[config.mk]
export PLATFORM = sky130hd
export DESIGN_NAME = pipeline_controller_flat
export DESIGN_NICKNAME = d
export VERILOG_FILES = /design/src/rtl/pipe_pkg.sv /design/src/rtl/pipeline_controller_if.sv /design/src/rtl/hazard_detect.sv /design/src/rtl/pipeline_controller.sv /design/src/flat_wrapper.sv
export SDC_FILE = /design/constraint.sdc
export NUM_CORES = 1
export LEC_CHECK = 0
export ABC_AREA = 1
export CAP_MARGIN = 30
export CORE_MARGIN = 4
export CORE_UTILIZATION = 42
export CTS_CLUSTER_SIZE = 16
export DETAILED_ROUTE_END_ITERATION = 6
export GPL_ROUTABILITY_DRIVEN = 0
export PLACE_DENSITY = 0.78
export SLEW_MARGIN = 20
export SYNTH_ARGS = -nofsm -noshare
export SYNTH_HDL_FRONTEND = slang
export SYNTH_SLANG_ARGS = --single-unit
[constraint.sdc]
create_clock -name CLK -period 2.7 [get_ports CLK]
set_clock_uncertainty 0.15 [all_clocks]
set_input_delay 0.54 -clock CLK [delete_from_list [all_inputs] [get_ports CLK]]
set_output_delay 0.54 -clock CLK [all_outputs]
set_load 0.1 [all_outputs]
[src/rtl/pipe_pkg.sv]
// Shared definitions for the 4-stage pipeline controller: branch-select
// encodings, the NOP opcode, the default register address width and the
// EX-stage branch resolution helper.
package pipe_pkg;

    localparam int RA_W = 4;

    localparam logic [6:0] NOP_OPCODE = 7'b0000000;

    typedef enum logic [1:0] {
        BS_INC  = 2'b00,
        BS_COND = 2'b01,
        BS_JMP  = 2'b10,
        BS_BRA  = 2'b11
    } bs_e;

    // Decide whether the instruction held in EX redirects the PC.
    // BS_COND with PS=0 is branch-on-zero, PS=1 is branch-on-nonzero.
    function automatic logic branch_taken(
        input logic       valid,
        input logic [1:0] bs,
        input logic       ps,
        input logic       z
    );
        logic take_s;
        case (bs)
            BS_INC:  take_s = 1'b0;
            BS_COND: take_s = (z != ps);
            BS_JMP:  take_s = 1'b1;
            BS_BRA:  take_s = 1'b1;
            default: take_s = 1'b0;
        endcase
        return valid & take_s;
    endfunction

endpackage

[src/rtl/pipeline_controller_if.sv]
// Bundle of the instruction-memory, decoder and datapath control signals
// between the pipeline controller (master) and its environment (slave).
interface pipeline_controller_if #(
    parameter int PC_W = 32,
    parameter int RA_W = 4
);
    // instruction memory
    logic [31:0]     IMEM_DATA;
    logic            IMEM_READY;
    logic [PC_W-1:0] IMEM_ADDR;
    // decoder side
    logic [31:0]     IR;
    logic            DOF_VALID;
    logic            RW;
    logic [RA_W-1:0] DA;
    logic [RA_W-1:0] AA;
    logic [RA_W-1:0] BA;
    logic            MA;
    logic            MB;
    logic [1:0]      BS;
    logic            PS;
    // datapath side
    logic            Z;
    logic [PC_W-1:0] BR_TARGET;
    logic            EX_VALID;
    logic            WB_VALID;
    logic [RA_W-1:0] WB_DA;
    logic            STALL;
    logic            FLUSH;

    modport master (
        input  IMEM_DATA, IMEM_READY, RW, DA, AA, BA, MA, MB, BS, PS, Z, BR_TARGET,
        output IMEM_ADDR, IR, DOF_VALID, EX_VALID, WB_VALID, WB_DA, STALL, FLUSH
    );

    modport slave (
        output IMEM_DATA, IMEM_READY, RW, DA, AA, BA, MA, MB, BS, PS, Z, BR_TARGET,
        input  IMEM_ADDR, IR, DOF_VALID, EX_VALID, WB_VALID, WB_DA, STALL, FLUSH
    );

endinterface

[src/rtl/hazard_detect.sv]
// RAW hazard detection between the DOF-stage source operands and the
// destinations of the instructions currently in EX and WB. No forwarding
// exists, and R0 is treated like any other register.
module hazard_detect #(
    parameter int RA_W = 4
) (
    input  logic            dof_valid,
    input  logic            ma,
    input  logic            mb,
    input  logic [RA_W-1:0] aa,
    input  logic [RA_W-1:0] ba,
    input  logic            ex_valid,
    input  logic            ex_rw,
    input  logic [RA_W-1:0] ex_da,
    input  logic            wb_valid,
    input  logic            wb_rw,
    input  logic [RA_W-1:0] wb_da,
    output logic            hz_ex,
    output logic            hz_wb
);

    logic src_a_s;
    logic src_b_s;

    // Compare live register sources against live register-writing destinations.
    always_comb begin
        src_a_s = dof_valid & ~ma;
        src_b_s = dof_valid & ~mb;
        hz_ex   = ex_valid & ex_rw &
                  ((src_a_s & (aa == ex_da)) | (src_b_s & (ba == ex_da)));
        hz_wb   = wb_valid & wb_rw &
                  ((src_a_s & (aa == wb_da)) | (src_b_s & (ba == wb_da)));
    end

endmodule

[src/rtl/pipeline_controller.sv]
// Sequencer for the IF / DOF / EX / WB pipeline. Owns the PC, the IF/DOF
// instruction register and the per-stage valid/destination tags; stalls on
// RAW hazards and flushes on branches resolved in EX (flush beats stall).
module pipeline_controller #(
    parameter int              PC_W     = 32,
    parameter int              RA_W     = pipe_pkg::RA_W,
    parameter logic [PC_W-1:0] RESET_PC = {PC_W{1'b0}}
) (
    input  logic                  CLK,
    input  logic                  RESET,
    pipeline_controller_if.master bus
);

    import pipe_pkg::*;

    // IF/DOF state
    logic [PC_W-1:0] pc_r;
    logic [31:0]     ir_r;
    logic            dof_valid_r;
    // EX state
    logic            ex_valid_r;
    logic            ex_rw_r;
    logic [RA_W-1:0] ex_da_r;
    logic [1:0]      ex_bs_r;
    logic            ex_ps_r;
    // WB state
    logic            wb_valid_r;
    logic            wb_rw_r;
    logic [RA_W-1:0] wb_da_r;
    // control
    logic            hz_ex_s;
    logic            hz_wb_s;
    logic            flush_s;
    logic            stall_s;
    logic            fetch_s;

    hazard_detect #(.RA_W(RA_W)) u_hazard (
        .dof_valid (dof_valid_r),
        .ma        (bus.MA),
        .mb        (bus.MB),
        .aa        (bus.AA),
        .ba        (bus.BA),
        .ex_valid  (ex_valid_r),
        .ex_rw     (ex_rw_r),
        .ex_da     (ex_da_r),
        .wb_valid  (wb_valid_r),
        .wb_rw     (wb_rw_r),
        .wb_da     (wb_da_r),
        .hz_ex     (hz_ex_s),
        .hz_wb     (hz_wb_s)
    );

    // Resolve branch in EX; a taken branch kills the DOF instruction, so its stall is dropped.
    always_comb begin
        flush_s = branch_taken(ex_valid_r, ex_bs_r, ex_ps_r, bus.Z);
        stall_s = (hz_ex_s | hz_wb_s) & ~flush_s;
        fetch_s = ~flush_s & ~stall_s & bus.IMEM_READY;
    end

    // PC, instruction register and DOF valid: redirect, hold, or fetch.
    always_ff @(posedge CLK or posedge RESET) begin
        if (RESET) begin
            pc_r        <= RESET_PC;
            ir_r        <= {NOP_OPCODE, 25'b0};
            dof_valid_r <= 1'b0;
        end else if (flush_s) begin
            pc_r        <= bus.BR_TARGET;
            ir_r        <= ir_r;
            dof_valid_r <= 1'b0;
        end else if (stall_s) begin
            pc_r        <= pc_r;
            ir_r        <= ir_r;
            dof_valid_r <= dof_valid_r;
        end else if (fetch_s) begin
            pc_r        <= pc_r + {{(PC_W-1){1'b0}}, 1'b1};
            ir_r        <= bus.IMEM_DATA;
            dof_valid_r <= 1'b1;
        end else begin
            pc_r        <= pc_r;
            ir_r        <= ir_r;
            dof_valid_r <= 1'b0;
        end
    end

    // EX stage: take the decoded DOF tags; insert a bubble on stall or flush.
    always_ff @(posedge CLK or posedge RESET) begin
        if (RESET) begin
            ex_valid_r <= 1'b0;
            ex_rw_r    <= 1'b0;
            ex_da_r    <= {RA_W{1'b0}};
            ex_bs_r    <= 2'b00;
            ex_ps_r    <= 1'b0;
        end else begin
            ex_rw_r    <= bus.RW;
            ex_da_r    <= bus.DA;
            ex_bs_r    <= bus.BS;
            ex_ps_r    <= bus.PS;
            if (flush_s || stall_s) begin
                ex_valid_r <= 1'b0;
            end else begin
                ex_valid_r <= dof_valid_r;
            end
        end
    end

    // WB stage: always advances from EX, including the branch instruction itself.
    always_ff @(posedge CLK or posedge RESET) begin
        if (RESET) begin
            wb_valid_r <= 1'b0;
            wb_rw_r    <= 1'b0;
            wb_da_r    <= {RA_W{1'b0}};
        end else begin
            wb_valid_r <= ex_valid_r;
            wb_rw_r    <= ex_rw_r;
            wb_da_r    <= ex_da_r;
        end
    end

    // Drive the bus from the stage registers and the control decisions.
    always_comb begin
        bus.IMEM_ADDR = pc_r;
        bus.IR        = ir_r;
        bus.DOF_VALID = dof_valid_r;
        bus.EX_VALID  = ex_valid_r;
        bus.WB_VALID  = wb_valid_r;
        bus.WB_DA     = wb_da_r;
        bus.STALL     = stall_s;
        bus.FLUSH     = flush_s;
    end

endmodule
[src/flat_wrapper.sv]
// flat-port wrapper written by rule: the top's interface ports become plain ports
module pipeline_controller_flat import pipe_pkg::*;
#(
    parameter int              PC_W     = 32,
    parameter int              RA_W     = pipe_pkg::RA_W,
    parameter logic [PC_W-1:0] RESET_PC = {PC_W{1'b0}}
)
  (CLK, RESET, bus_IMEM_DATA, bus_IMEM_READY, bus_RW, bus_DA, bus_AA, bus_BA, bus_MA, bus_MB, bus_BS, bus_PS, bus_Z, bus_BR_TARGET, bus_IMEM_ADDR, bus_IR, bus_DOF_VALID, bus_EX_VALID, bus_WB_VALID, bus_WB_DA, bus_STALL, bus_FLUSH);
  pipeline_controller_if #(.PC_W(PC_W), .RA_W(RA_W)) bus_i ();
  input  logic CLK;
  input  logic RESET;
  input wire logic [$bits(bus_i.IMEM_DATA)-1:0] bus_IMEM_DATA;
  input wire logic [$bits(bus_i.IMEM_READY)-1:0] bus_IMEM_READY;
  input wire logic [$bits(bus_i.RW)-1:0] bus_RW;
  input wire logic [$bits(bus_i.DA)-1:0] bus_DA;
  input wire logic [$bits(bus_i.AA)-1:0] bus_AA;
  input wire logic [$bits(bus_i.BA)-1:0] bus_BA;
  input wire logic [$bits(bus_i.MA)-1:0] bus_MA;
  input wire logic [$bits(bus_i.MB)-1:0] bus_MB;
  input wire logic [$bits(bus_i.BS)-1:0] bus_BS;
  input wire logic [$bits(bus_i.PS)-1:0] bus_PS;
  input wire logic [$bits(bus_i.Z)-1:0] bus_Z;
  input wire logic [$bits(bus_i.BR_TARGET)-1:0] bus_BR_TARGET;
  output wire logic [$bits(bus_i.IMEM_ADDR)-1:0] bus_IMEM_ADDR;
  output wire logic [$bits(bus_i.IR)-1:0] bus_IR;
  output wire logic [$bits(bus_i.DOF_VALID)-1:0] bus_DOF_VALID;
  output wire logic [$bits(bus_i.EX_VALID)-1:0] bus_EX_VALID;
  output wire logic [$bits(bus_i.WB_VALID)-1:0] bus_WB_VALID;
  output wire logic [$bits(bus_i.WB_DA)-1:0] bus_WB_DA;
  output wire logic [$bits(bus_i.STALL)-1:0] bus_STALL;
  output wire logic [$bits(bus_i.FLUSH)-1:0] bus_FLUSH;
  assign bus_i.IMEM_DATA = bus_IMEM_DATA;
  assign bus_i.IMEM_READY = bus_IMEM_READY;
  assign bus_i.RW = bus_RW;
  assign bus_i.DA = bus_DA;
  assign bus_i.AA = bus_AA;
  assign bus_i.BA = bus_BA;
  assign bus_i.MA = bus_MA;
  assign bus_i.MB = bus_MB;
  assign bus_i.BS = bus_BS;
  assign bus_i.PS = bus_PS;
  assign bus_i.Z = bus_Z;
  assign bus_i.BR_TARGET = bus_BR_TARGET;
  assign bus_IMEM_ADDR = bus_i.IMEM_ADDR;
  assign bus_IR = bus_i.IR;
  assign bus_DOF_VALID = bus_i.DOF_VALID;
  assign bus_EX_VALID = bus_i.EX_VALID;
  assign bus_WB_VALID = bus_i.WB_VALID;
  assign bus_WB_DA = bus_i.WB_DA;
  assign bus_STALL = bus_i.STALL;
  assign bus_FLUSH = bus_i.FLUSH;
  pipeline_controller #(.PC_W(PC_W), .RA_W(RA_W), .RESET_PC(RESET_PC)) u_core (.CLK(CLK), .RESET(RESET), .bus(bus_i));
endmodule
# == Yosys cells after proc, flatten, opt, wreduce, memory -nomap -nowiden ==
# Index checks and enable logic that the tools add are counted.
# totals
elab_cells,56
regBits,80
inputBits,86
out_inout_bits,73
# op_classes
muxes,8
n_eq_ne,9
bitwise_logic,21
reduce_logical,6
add_sub_neg,1
# ops
op,n
two-way mux 32 bit,3
"adder 32 x 1 -> 32 bit, second input constant",1
equality test 4 bit,4
AND 1 bit,14
"equality test 2 bit, second input constant",2
two-way mux 1 bit,4
NOT 1 bit,4
OR 1 bit,3
case mux 1 bit (3 select lines),1
AND reduction 3 bit,1
"equality test 2 x 1 -> 1 bit, second input constant",1
zero test 2 bit,1
"inequality test 2 x 1 -> 1 bit, second input constant",1
AND reduction 2 bit,1
nonzero test 2 bit,1
OR reduction 2 bit,1
logical OR 1 bit,1
inequality test 1 bit,1

# == Longest topological paths before layout ==
# logic_depth
word_depth,13
depth_mapped,12

# == Hierarchy ==
# A second synthesis with hierarchy kept.
# hier_totals
cells_unflattened,652
hier_area_um2,4468.0
# modules_own_cells
mod,seq_area_each_um2,area_per_inst_um2,instances,cells_per_inst
pipeline_controller,2001.9,4159.0,1,579
hazard_detect,0.0,309.0,1,73

# == Worst setup path after synthesis ==
# OpenSTA, ideal clock, no wires.
# synth_path
path_type,register to output
from,register u_core.dof_valid_r (netlist: u_core.bus.DOF_VALID)
to,output bus_STALL
arrival_ps,2978
path_stages_with_launch,11
path_buffers,0
t_required_ps,2010
slack_ps,-968
path_cell_list,dfrtp_1 > inv_1 > nor2_1 > nand2_1 > nor2_1 > nand3_1 > nand2_1 > nand2_4 > nand2_4 > inv_1 > nor2_1
# synth_via
elab_chain_cells,6
word_cells_on_any_way,12
classes_between,12 x bitwise
# synth_lines
element,line,rtl
from (decl),pipeline_controller.sv:19,logic dof_valid_r;
from (signal assigned),pipeline_controller.sv:73,dof_valid_r <= dof_valid_r;
AND 1 bit (on tied branches),"hazard_detect.sv:27, hazard_detect.sv:28",
AND 1 bit (on tied branches),"hazard_detect.sv:30, hazard_detect.sv:32",
OR 1 bit (on tied branches),"hazard_detect.sv:30, hazard_detect.sv:32",
AND 1 bit (on tied branches),"hazard_detect.sv:29, hazard_detect.sv:31",
OR 1 bit (*),pipeline_controller.sv:56,stall_s = (hz_ex_s | hz_wb_s) & ~flush_s;
AND 1 bit (*),pipeline_controller.sv:56,
to (decl),flat_wrapper.sv:30,output wire logic [$bits(bus_i.STALL)-1:0] bus_STALL;
# Every way passes the cells marked *; elsewhere a longest branch is shown, timed or not.

# == Worst setup path in the final report ==
# layout_path
from,input bus_MB
to,output bus_STALL
# layout_via
elab_chain_cells,7
word_cells_on_any_way,10
classes_between,10 x bitwise
# layout_lines
element,line,rtl
from (decl),flat_wrapper.sv:19,input wire logic [$bits(bus_i.MB)-1:0] bus_MB;
NOT 1 bit (*),hazard_detect.sv:28,src_b_s = dof_valid & ~mb;
AND 1 bit (*),hazard_detect.sv:28,
AND 1 bit (on tied branches),"hazard_detect.sv:30, hazard_detect.sv:32",
OR 1 bit (on tied branches),"hazard_detect.sv:30, hazard_detect.sv:32",
AND 1 bit (on tied branches),"hazard_detect.sv:29, hazard_detect.sv:31",
OR 1 bit (*),pipeline_controller.sv:56,
AND 1 bit (*),pipeline_controller.sv:56,
# Marked as above.

==> out/results.ini <==
[yosys]
synth_ff_type=dfrtp_1
synth_warnings=0
yosysSeqAreaShare_pct=42.4
syn_nets=745
ys_types=36
yosys-top-cells-area=dfrtp_1 (42%), nand2_1 (24%), nand3_1 (8.2%)
synth_top_area_share_pct=42.4
synth_async_sr_flop_share_pct=100
synth_edf_count=0
syn_area_mm2=0.00472
synth.most_common_cell=nand2_1
avgSynthCellArea_um2=7.18
postSynthCellCount=658
synthTopCellsByCount=nand2_1 (301), dfrtp_1 (80), nand3_1 (77)
yosys.area.top_type=dfrtp_1
synth_seq_cells=80

[timing]
fin_crit_ps=2580
slew_headroom_pct=73.3
final-hold-violation-count=0
rsz0062_at_grt=no
holdWs_ps=264
setup_violations=0
layout_setup_ws_ps=115
finalMaxSlewViolations=0
fin_setup_tns_ps=0
fmax_ghz=0.387
fin_crit_sh_pct=95.7
worst_slew_pin_slew_ps=401

[clock_tree]
clockRootBuffer=clkbuf_16
cts.sinks=80
htree_levels=3
cts_buffers=9
insertion_delay_ps=340
cts_tree=built
clockBufferDepth=2
holdBufCountCts=0
path_clk_slew_ps=70

[critical_path]
cp.required_ps=2010
crit_type=primary input to output port
worst_setup_path_end_kind=output port
cp_max_fo=2
critPathLaunchType=primary input
worst_ep_arrival_time_ps=1890

[detailed_routing]
vias=4722
drtAntennaViolNets=0
drt_first_pass_iters=5
drt_iter0_markers=342
routed_via_density=4.93
drt-total-wl_um=13700
drc_errors=0
wire_per_inst_um=14.3

[cells_and_area]
final_cells=957
drive_gt1_share_pct=18.1
area_delta_synth_final_pct=40.0
nets=899
antenna_cells=0

[place]
place_ws_ps=39.7
place_inst=941
port_buffers=158
dp_hpwl_um=10200

[grt]
grt_start_max_net_pins=58
gr-total-overflow=0
grt_pass1_vias=4785
antenna_found_initial=0
grt_pass1_wl_um=22500
track_usage_pct=21.5

[power_and_ir_drop]
power.total_uw=6820
p_per_area_mw_per_mm2=1030
p_leak_uw=0.00336
peakVddDrop_uv=770

[floorplan]
die_area_mm2=0.0130
die_w_um=114
rows=38
start_util_pct=43.2
core-area_mm2=0.0109
die_h_um=114
io_pins=159

[outcome]
status=completed

[worst_hold_path]
hold_class=register to register

[job]
max_cap_violations=0

==> cells by family (layout without fill, tap and decap cells) <==
family          after synthesis  after routing  share of synthesized area [%]
simple gates                475            475                           43.9
flops                        80             80                           42.4
buf+inv                      60            219                           7.07
compound gates               25             25                           3.26
xor+xnor                     17             17                           3.15
fa+ha+maj                     1              1                          0.265
==> worst max-delay path: stages <==
cell	delay, ps
clkdlybuf4s50_1	420
nor2_2	110
nand2_1	60
nor2_1	110
nand2_1	70
nand2_2	90
nand2_4	60
nand2_4	70
inv_2	50
nor2_4	120
buf_12	180
==> state kept, by name, summed over array words and instances (netlist names) <==
name                  flops
u_core.wb_rw_r            1
u_core.bus.DOF_VALID      1
u_core.bus.IR            32
u_core.bus.WB_VALID       1
u_core.bus.WB_DA          4
u_core.ex_ps_r            1
u_core.bus.EX_VALID       1
u_core.ex_da_r            4
u_core.ex_rw_r            1
u_core.bus.IMEM_ADDR     32
u_core.ex_bs_r            2
==> metrics by stage <==
step           cell area, um^2  utilization, %
5_1_grt                   6620            60.5
6_report                  6620            60.5
3_3_place_gp              6280            57.4
2_1_floorplan             4740               -
4_1_cts                   6590            60.3
3_5_place_dp              6280            57.4
==> area by class of cell <==
type,instances,area [um^2]
Clock buffer,9,225
Timing Repair Buffer,169,1590
Inverter,34,136
Fill cell,985,4320
Sequential cell,80,2000
Multi-Input combinational cell,518,2400
Tap cell,140,175
Clock inverter,7,83.8
==> what timing repair did <==
| action | 4_1_cts | 5_1_grt |
|---|---|---|
| buffers inserted | 0 | 0 |
| endpoints found under the setup margin | 0 | 1 |
| resized for setup | 0 | 13 |
==> final timing paths <==
kind	depth (start not counted)	slack [ps]	from	end
max in group asynchronous	3	1610	RESET	u_core.bus.IMEM_ADDR[28]
min in group asynchronous	3	520	RESET	u_core.bus.IR[24]
max	11	120	bus_MB	bus_STALL
min	0	260	u_core.ex_rw_r	u_core.wb_rw_r
min reg2reg	0	260	u_core.ex_rw_r	u_core.wb_rw_r
max reg2reg	10	720	u_core.bus.IMEM_ADDR[0]	u_core.bus.IMEM_ADDR[26]
==> routing by layer <==
metal	track usage (%)	routed length [um]
met1	26.9	5740
met2	36.1	6680
met3	5.18	904
met4	8.08	361
met5	0	0
==> where the power goes <==
part	leakage (uW)	switching [uW]	total [uW]	internal, uW
sequential	0.000979	380	1860	1480
clock	0.000149	541	1280	736
combinational	0.00223	2820	3680	862
total	0.00336	3740	6820	3080
==> cell usage in the layout, fill, tap and decap left out, drive strengths merged, types with 8 or more instances in the layout <==
master,netlist,layout
nand2,316,316
buf,22,84
dfrtp,80,80
nand3,79,79
clkdlybuf4s50,0,77
nor2,62,62
inv,34,38
o21ai,17,17
xnor2,13,13
clkbuf,4,9
dlymetal6s2s,0,8
(Power assumes the default switching activity.)
